==> src/rtl/mem_bus_pkg.sv <==
// Shared types and defaults for the two-master memory bus controller.
package mem_bus_pkg;

  localparam int ADDR_W_DEF = 8;
  localparam int DATA_W_DEF = 8;

  typedef enum logic [1:0] {
    IDLE      = 2'd0,
    ACCESS    = 2'd1,
    READ_WAIT = 2'd2,
    RESP      = 2'd3
  } bus_state_t;

  typedef logic mst_idx_t;

  function automatic logic [1:0] idx_to_onehot(input mst_idx_t m);
    return m ? 2'b10 : 2'b01;
  endfunction

endpackage

==> src/rtl/mem_arb2.sv <==
// Two-master arbiter: combinational one-hot grant, pointer advances on the advance strobe.
// Fixed priority (master 0) by default; round-robin when MEM_ARB_RR_EN is defined.
module mem_arb2 import mem_bus_pkg::*; (
  input  logic       clk,
  input  logic       rst,
  input  logic [1:0] req,
  input  logic       advance,
  output logic [1:0] grant
);

`ifdef MEM_ARB_RR_EN
  mst_idx_t last;

  // Reset value 1 makes master 0 the preferred winner of the first contest.
  always_ff @(posedge clk or posedge rst) begin
    if (rst)
      last <= 1'b1;
    else if (advance && (|req))
      last <= grant[1];
  end

  always_comb begin
    grant = 2'b00;
    if (req == 2'b11)
      grant = last ? 2'b01 : 2'b10;
    else
      grant = req;
  end
`else
  logic unused_fixed;
  assign unused_fixed = ^{clk, rst, advance};

  always_comb begin
    grant = 2'b00;
    if (req[0])
      grant = 2'b01;
    else if (req[1])
      grant = 2'b10;
  end
`endif

endmodule

==> src/rtl/mem_bus_ctrl.sv <==
// Two-master single-port synchronous RAM controller: IDLE/ACCESS/READ_WAIT/RESP sequencer.
// Arbitration policy chosen at build time by MEM_ARB_RR_EN (see mem_arb2).
module mem_bus_ctrl import mem_bus_pkg::*; #(
  parameter int ADDR_W = ADDR_W_DEF,
  parameter int DATA_W = DATA_W_DEF
) (
  input  logic                clk,
  input  logic                rst,
  input  logic [1:0]          req,
  input  logic [1:0]          we,
  input  logic [2*ADDR_W-1:0] addr,
  input  logic [2*DATA_W-1:0] wdata,
  output logic [1:0]          gnt,
  output logic [1:0]          rvalid,
  output logic [DATA_W-1:0]   rdata,
  output logic                ram_we,
  output logic [ADDR_W-1:0]   ram_addr,
  output logic [DATA_W-1:0]   ram_din,
  input  logic [DATA_W-1:0]   ram_dout,
  output logic                busy
);

  bus_state_t state, state_nx;
  mst_idx_t   owner;
  mst_idx_t   win;
  logic       we_q;
  logic       advance;
  logic [1:0] arb_gnt;

  assign advance = (state == IDLE) && (|req);
  assign win     = arb_gnt[1];

  mem_arb2 u_arb (
    .clk     (clk),
    .rst     (rst),
    .req     (req),
    .advance (advance),
    .grant   (arb_gnt)
  );

  always_ff @(posedge clk or posedge rst) begin
    if (rst)
      state <= IDLE;
    else
      state <= state_nx;
  end

  always_comb begin
    state_nx = state;
    gnt      = 2'b00;
    rvalid   = 2'b00;
    ram_we   = 1'b0;
    busy     = (state != IDLE);
    case (state)
      IDLE:      if (|req) state_nx = ACCESS;
      ACCESS: begin
        gnt      = idx_to_onehot(owner);
        ram_we   = we_q;
        state_nx = we_q ? IDLE : READ_WAIT;
      end
      READ_WAIT: state_nx = RESP;
      RESP: begin
        rvalid   = idx_to_onehot(owner);
        state_nx = IDLE;
      end
      default:   state_nx = IDLE;
    endcase
  end

  // Request fields are captured only on the IDLE->ACCESS edge; RAM data only in READ_WAIT.
  always_ff @(posedge clk or posedge rst) begin
    if (rst) begin
      owner    <= 1'b0;
      we_q     <= 1'b0;
      ram_addr <= '0;
      ram_din  <= '0;
      rdata    <= '0;
    end else begin
      if (advance) begin
        owner    <= win;
        we_q     <= win ? we[1] : we[0];
        ram_addr <= win ? addr[2*ADDR_W-1:ADDR_W] : addr[ADDR_W-1:0];
        ram_din  <= win ? wdata[2*DATA_W-1:DATA_W] : wdata[DATA_W-1:0];
      end
      if (state == READ_WAIT)
        rdata <= ram_dout;
    end
  end

endmodule

==> config.mk <==
export PLATFORM = sky130hd
export DESIGN_NAME = mem_bus_ctrl
export DESIGN_NICKNAME = d
export VERILOG_FILES = /design/src/rtl/mem_bus_pkg.sv /design/src/rtl/mem_arb2.sv /design/src/rtl/mem_bus_ctrl.sv
export SDC_FILE = /design/constraint.sdc
export NUM_CORES = 1
export LEC_CHECK = 0
export CAP_MARGIN = 20
export CORE_MARGIN = 2
export CORE_UTILIZATION = 30
export DETAILED_ROUTE_END_ITERATION = 7
export DONT_BUFFER_PORTS = 1
export PLACE_DENSITY = 0.57
export SLEW_MARGIN = 15
export SYNTH_ARGS = -nofsm -noshare
export SYNTH_HDL_FRONTEND = slang
export SYNTH_HIERARCHICAL = 1
export SYNTH_SLANG_ARGS = --single-unit
export TNS_END_PERCENT = 1
==> constraint.sdc <==
create_clock -name clk -period 1.45 [get_ports clk]
set_input_delay 0.435 -clock clk [delete_from_list [all_inputs] [get_ports clk]]
set_output_delay 0.435 -clock clk [all_outputs]
set_load 0.005 [all_outputs]
==> impl_metrics.ini, run 1 <==
[die]
dieArea_um2 = 5120
die_w_um = 71.5
die_h_um = 71.5
io_pins = 76
rows = 24
core_area_um2 = 4380
initial_core_util_pct = 31.2

[grt]
grt_max_degree = 21
antenna_found_initial = 0
grt_pass1_vias = 839
gr-total-overflow = 0
track_usage_pct = 10.9
grt_pass1_wl_um = 4240

[status]
violations = negative setup slack
status = complete, but fails checks

[worst_setup_path]
crit_family = flip-flops
worstPathCellList = buf_6 > nand2b_4 > nor2_2
rr_worst_depth = 5
path_buf_inv = 1
crit_type = flop to output pin
cp-start-kind = flop
worstPathArrival_ns = 1.09
required_ns = 1.02
cp_slowest_cell = dfrtp_1
critPathMaxFanout = 4
slowest_delay_ns = 0.41
r2r_slack_ns = -0.07
r2r_end = ram_addr[5]
crit_path_end_kind = output pin

[cells_and_area]
fin_nets = 152
drive_gt1_share_pct = 61.9
stdcell_count = 157
diodes = 0
area_growth_pct = 22.5
final_util_pct = 38.2

[placed_design]
placed_cells = 151
io_buffers = 0
gp_congestion = 0.694
dp_hpwl_um = 2140

[clock_network]
cts.clk_slew.worst_paths_ns = 0.10
clock_latency_ns = 0.28
htreeDepth = 1
cts_root_buf = clkbuf_8
cts.sinks = 28
clockBufferDepth = 2
cts_buffers = 3
cts_tree = done

[logic_synthesis]
syn_area_um2 = 1370
synth.avg_cell_area_um2 = 14.7
yosys_warnings = 6
synth_nets = 139
synthCells = 93

[pwr]
vdd_drop_max_v = 0.000696
p_leak_nw = 0.753
power_density_nw_per_um2 = 2100

[sta]
period_share_pct = 105
rsz0062_at_grt = true
fmax_ghz = 0.656
skew_ns = 0.00739
slew_violations = 0
hold_viol_final = 0
tightest_slew_ns = 0.266
slew-limit-headroom_pct = 82.3
period_needed_ns = 1.52
worst_slack_ns = -0.0746
setup_viol = 22

[min_path]
hold_class = input port to async pin

[job]
cap_violations = 0

[drt]
num_vias = 807
wl_um = 2930
first_iter_violations = 28
drtPass1Iterations = 4
route.detailed.wl_per_inst_um = 18.6
antenna_left = 0
vias_per_cell = 5.14
drc = 0
## cells in the final DEF, fill, tap and decap left out, drive strengths merged
cell type and count:
inv 3, mux2 41, nor2b 1, o21ai 1
nand2 1, bufinv 1, nor2 8, nand2b 2
or2 1, mux2i 2, nor3 1, buf 12
clkbuf 3, dfrtp 28
## sequential cells by signal, indices dropped and copies added (netlist names), named ones only
name      cells
rdata         8
ram_din       8
ram_addr      8
we_q          1
state         1
owner         1
## worst max path at each step
stage                      start          end  cells past startpoint
after detailed placement  req[1]   ram_din[5]                      4
after global routing        flop       gnt[1]                      3
after global placement    req[1]   ram_din[3]                      4
final                       flop       gnt[1]                      3
after floorplan           req[1]  ram_addr[7]                      5
after CTS                   flop       gnt[0]                      3
## area by class of cell
cell class                      count  area (um^2)
Clock inverter                      1         30.0
Sequential cell                    28          701
Inverter                            3         11.3
Timing Repair Buffer               12          135
Tap cell                           52         65.1
Multi-Input combinational cell     58          693
Fill cell                         428         2710
Clock buffer                        3         41.3
## layer usage
layer / vias up / track usage [%] / wire length [um]
met3: 5 / 5.77 / 360
li1: 348 / - / -
met1: 396 / 13.6 / 1210
met4: 0 / 3.77 / 42
met5: - / 0 / 0
met2: 58 / 16.2 / 1310
## per-stage QoR
step	setup TNS, ns	instance area (um^2)	power, mW	setup slack [ns]	hold WS, ns
2_1_floorplan	-0.317	1400	2.32	-0.0397	0.437
3_3_place_gp	0	1520	2.59	0.00223	0.332
3_5_place_dp	-0.143	1520	2.65	-0.0282	0.334
4_1_cts	-0.628	1670	3.53	-0.0685	0.0273
5_1_grt	-1.53	1680	3.72	-0.119	0.0204
6_report	-0.725	1680	3.52	-0.0746	0.0289
## report_power, final
part / total [mW] / switching, mW / internal, mW / leakage (nW)
clock: 0.621 / 0.251 / 0.370 / 0.0357
combinational: 1.41 / 0.502 / 0.903 / 0.389
sequential: 1.49 / 0.310 / 1.18 / 0.329
total: 3.52 / 1.06 / 2.45 / 0.753
## repair_timing
| item | in CTS | in global routing |
|---|---|---|
| buffers inserted | 2 | 0 |
| cloned | 0 | 0 |
| gates resized for setup | 15 | 1 |
| hold buffers | 0 | 0 |
| setup endpoints to repair | 4 | 23 |
| pin swaps | 2 | 1 |
Power figures use the tool's default switching activity.
==> run 2: changes to the inputs <==
--- a/config.mk
+++ b/config.mk
@@ -10,7 +10,7 @@
 export CORE_UTILIZATION = 30
 export DETAILED_ROUTE_END_ITERATION = 7
 export DONT_BUFFER_PORTS = 1
-export PLACE_DENSITY = 0.57
+export PLACE_DENSITY = 0.56
 export SLEW_MARGIN = 15
 export SYNTH_ARGS = -nofsm -noshare
 export SYNTH_HDL_FRONTEND = slang
==> constraint.sdc (replaced) <==
create_clock -name clk -period 1.8 [get_ports clk]
set_input_delay 0.54 -clock clk [delete_from_list [all_inputs] [get_ports clk]]
set_output_delay 0.54 -clock clk [all_outputs]
set_load 0.005 [all_outputs]
==> impl_metrics.ini, run 2 (synthesized netlist as in run 1, its figures left out) <==
[status]
status = finished, final reports clean

[drt]
wl_um = 2530
route.detailed.wl_per_inst_um = 17.2
vias_per_cell = 4.97
route.met3.wl_um = 270
antenna_left = 0
first_iter_violations = 23
met2_length_um = 1400
top_layer_used = met4
drc = 0
drtPass1Iterations = 2
num_vias = 730
wl_met1_um = 816

[cells_and_area]
reg_top3 = ram_addr x8, ram_din x8, rdata x8
seq_area_um2 = 701
area_growth_pct = 8.50
multi_input_area_um2 = 609
final_util_pct = 33.9
diodes = 0
layout_common_cells = 32 x mux2_2, 28 x dfrtp_1, 8 x mux2_4
drive_gt1_share_pct = 52.6
fin_nets = 142
final.fill_count = 440
layout_commonest_cell = mux2_2

[sta]
slew_violations = 0
skew_ns = 0.00378
period_share_pct = 89.1
finalSetupTns_ns = 0
tightest_slew_ns = 0.381
fmax_ghz = 0.623
rsz0062_at_grt = false
setup_viol = 0
slew-limit-headroom_pct = 74.6
hold_viol_final = 0
period_needed_ns = 1.60

[die]
dieArea_um2 = 5120
rows = 24
io_pins = 76
initial_core_util_pct = 31.2
die_h_um = 71.5
core_area_um2 = 4380
die_w_um = 71.5

[job]
cap_violations = 0

[clock_network]
cts_root_buf = clkbuf_8
cts_tree = done
cts_buffers = 3
cts.sinks = 28
clockBufferDepth = 2
clock_latency_ns = 0.27
htreeDepth = 1
holdBufCountCts = 0
postCtsSetupBuffers = 0
cts-resized-gates = 0
cts.clk_slew.worst_paths_ns = 0.09

[worst_setup_path]
cp-start-kind = flop
required_ns = 1.26
worstPathArrival_ns = 1.06
crit_path_end_kind = output pin
r2r_slack_ns = 0.27
rr_worst_depth = 3
cp-endpoint = gnt[0]
r2r_end = owner
critPathMaxFanout = 5
crit_type = flop to output pin

[placed_design]
io_buffers = 0
dp_hpwl_um = 1920
gp_congestion = 0.646

[pwr]
power_density_nw_per_um2 = 1640
vdd_drop_max_v = 0.000651
p_leak_nw = 0.632

[grt]
antenna_found_initial = 0
grt_pass1_wl_um = 4220
track_usage_pct = 10.6
grt_pass1_vias = 867
grt_max_degree = 29
gr-total-overflow = 0

[min_path]
hold_class = input port to async pin
## run 2: cell types whose count changed in the layout (fill, tap and decap cells not counted), sizes merged
cell,delta
buf,-10
## run 2: layout make-up
cell class,count,area share [%]
Clock buffer,3,2.78
Clock inverter,1,2.02
Inverter,3,0.758
Multi-Input combinational cell,58,41.0
Sequential cell,28,47.2
Tap cell,52,4.38
Timing Repair Buffer,2,1.85
## run 2: metal layers
metal,track usage [%],vias to the layer above
li1,-,322
met1,10.6,368
met2,18.8,36
met3,5.91,4
met4,3.14,0
met5,0,-
## run 2: where the power goes
group | leakage (nW) | internal (mW) | switching, mW
Clock | 0.0357 | 0.298 | 0.191
Sequential | 0.329 | 0.951 | 0.251
Combinational | 0.267 | 0.461 | 0.289
## run 2: worst min-delay path by stage
stage / end / depth (start not counted) / start / slack [ns]
global route: ram_addr[1] / 2 / rst / 0.23
detailed placement: flop / 1 / we_q / 0.47
finish: ram_addr[1] / 2 / rst / 0.21
CTS: ram_addr[1] / 2 / rst / 0.21
floorplan: flop / 1 / we_q / 0.44
global placement: flop / 1 / we_q / 0.46
## run 2: through the flow
step                hold slack (ns)  area [um^2]  power [mW]  worst slack [ns]  cells
finish                        0.209         1490        2.44             0.196    147
detailed placement            0.465         1410        1.99             0.217    143
floorplan                     0.437         1370        1.86             0.191     93
global route                  0.234         1490        2.63            0.0745    147
CTS                           0.214         1490        2.49             0.177    147
global placement              0.461         1410        1.95             0.244    143
## run 2: critical path, cell delays in order (launching register included)
cell	delay, ns
dfrtp_1	0.42
nand2b_1	0.20
nor2_1	0.17
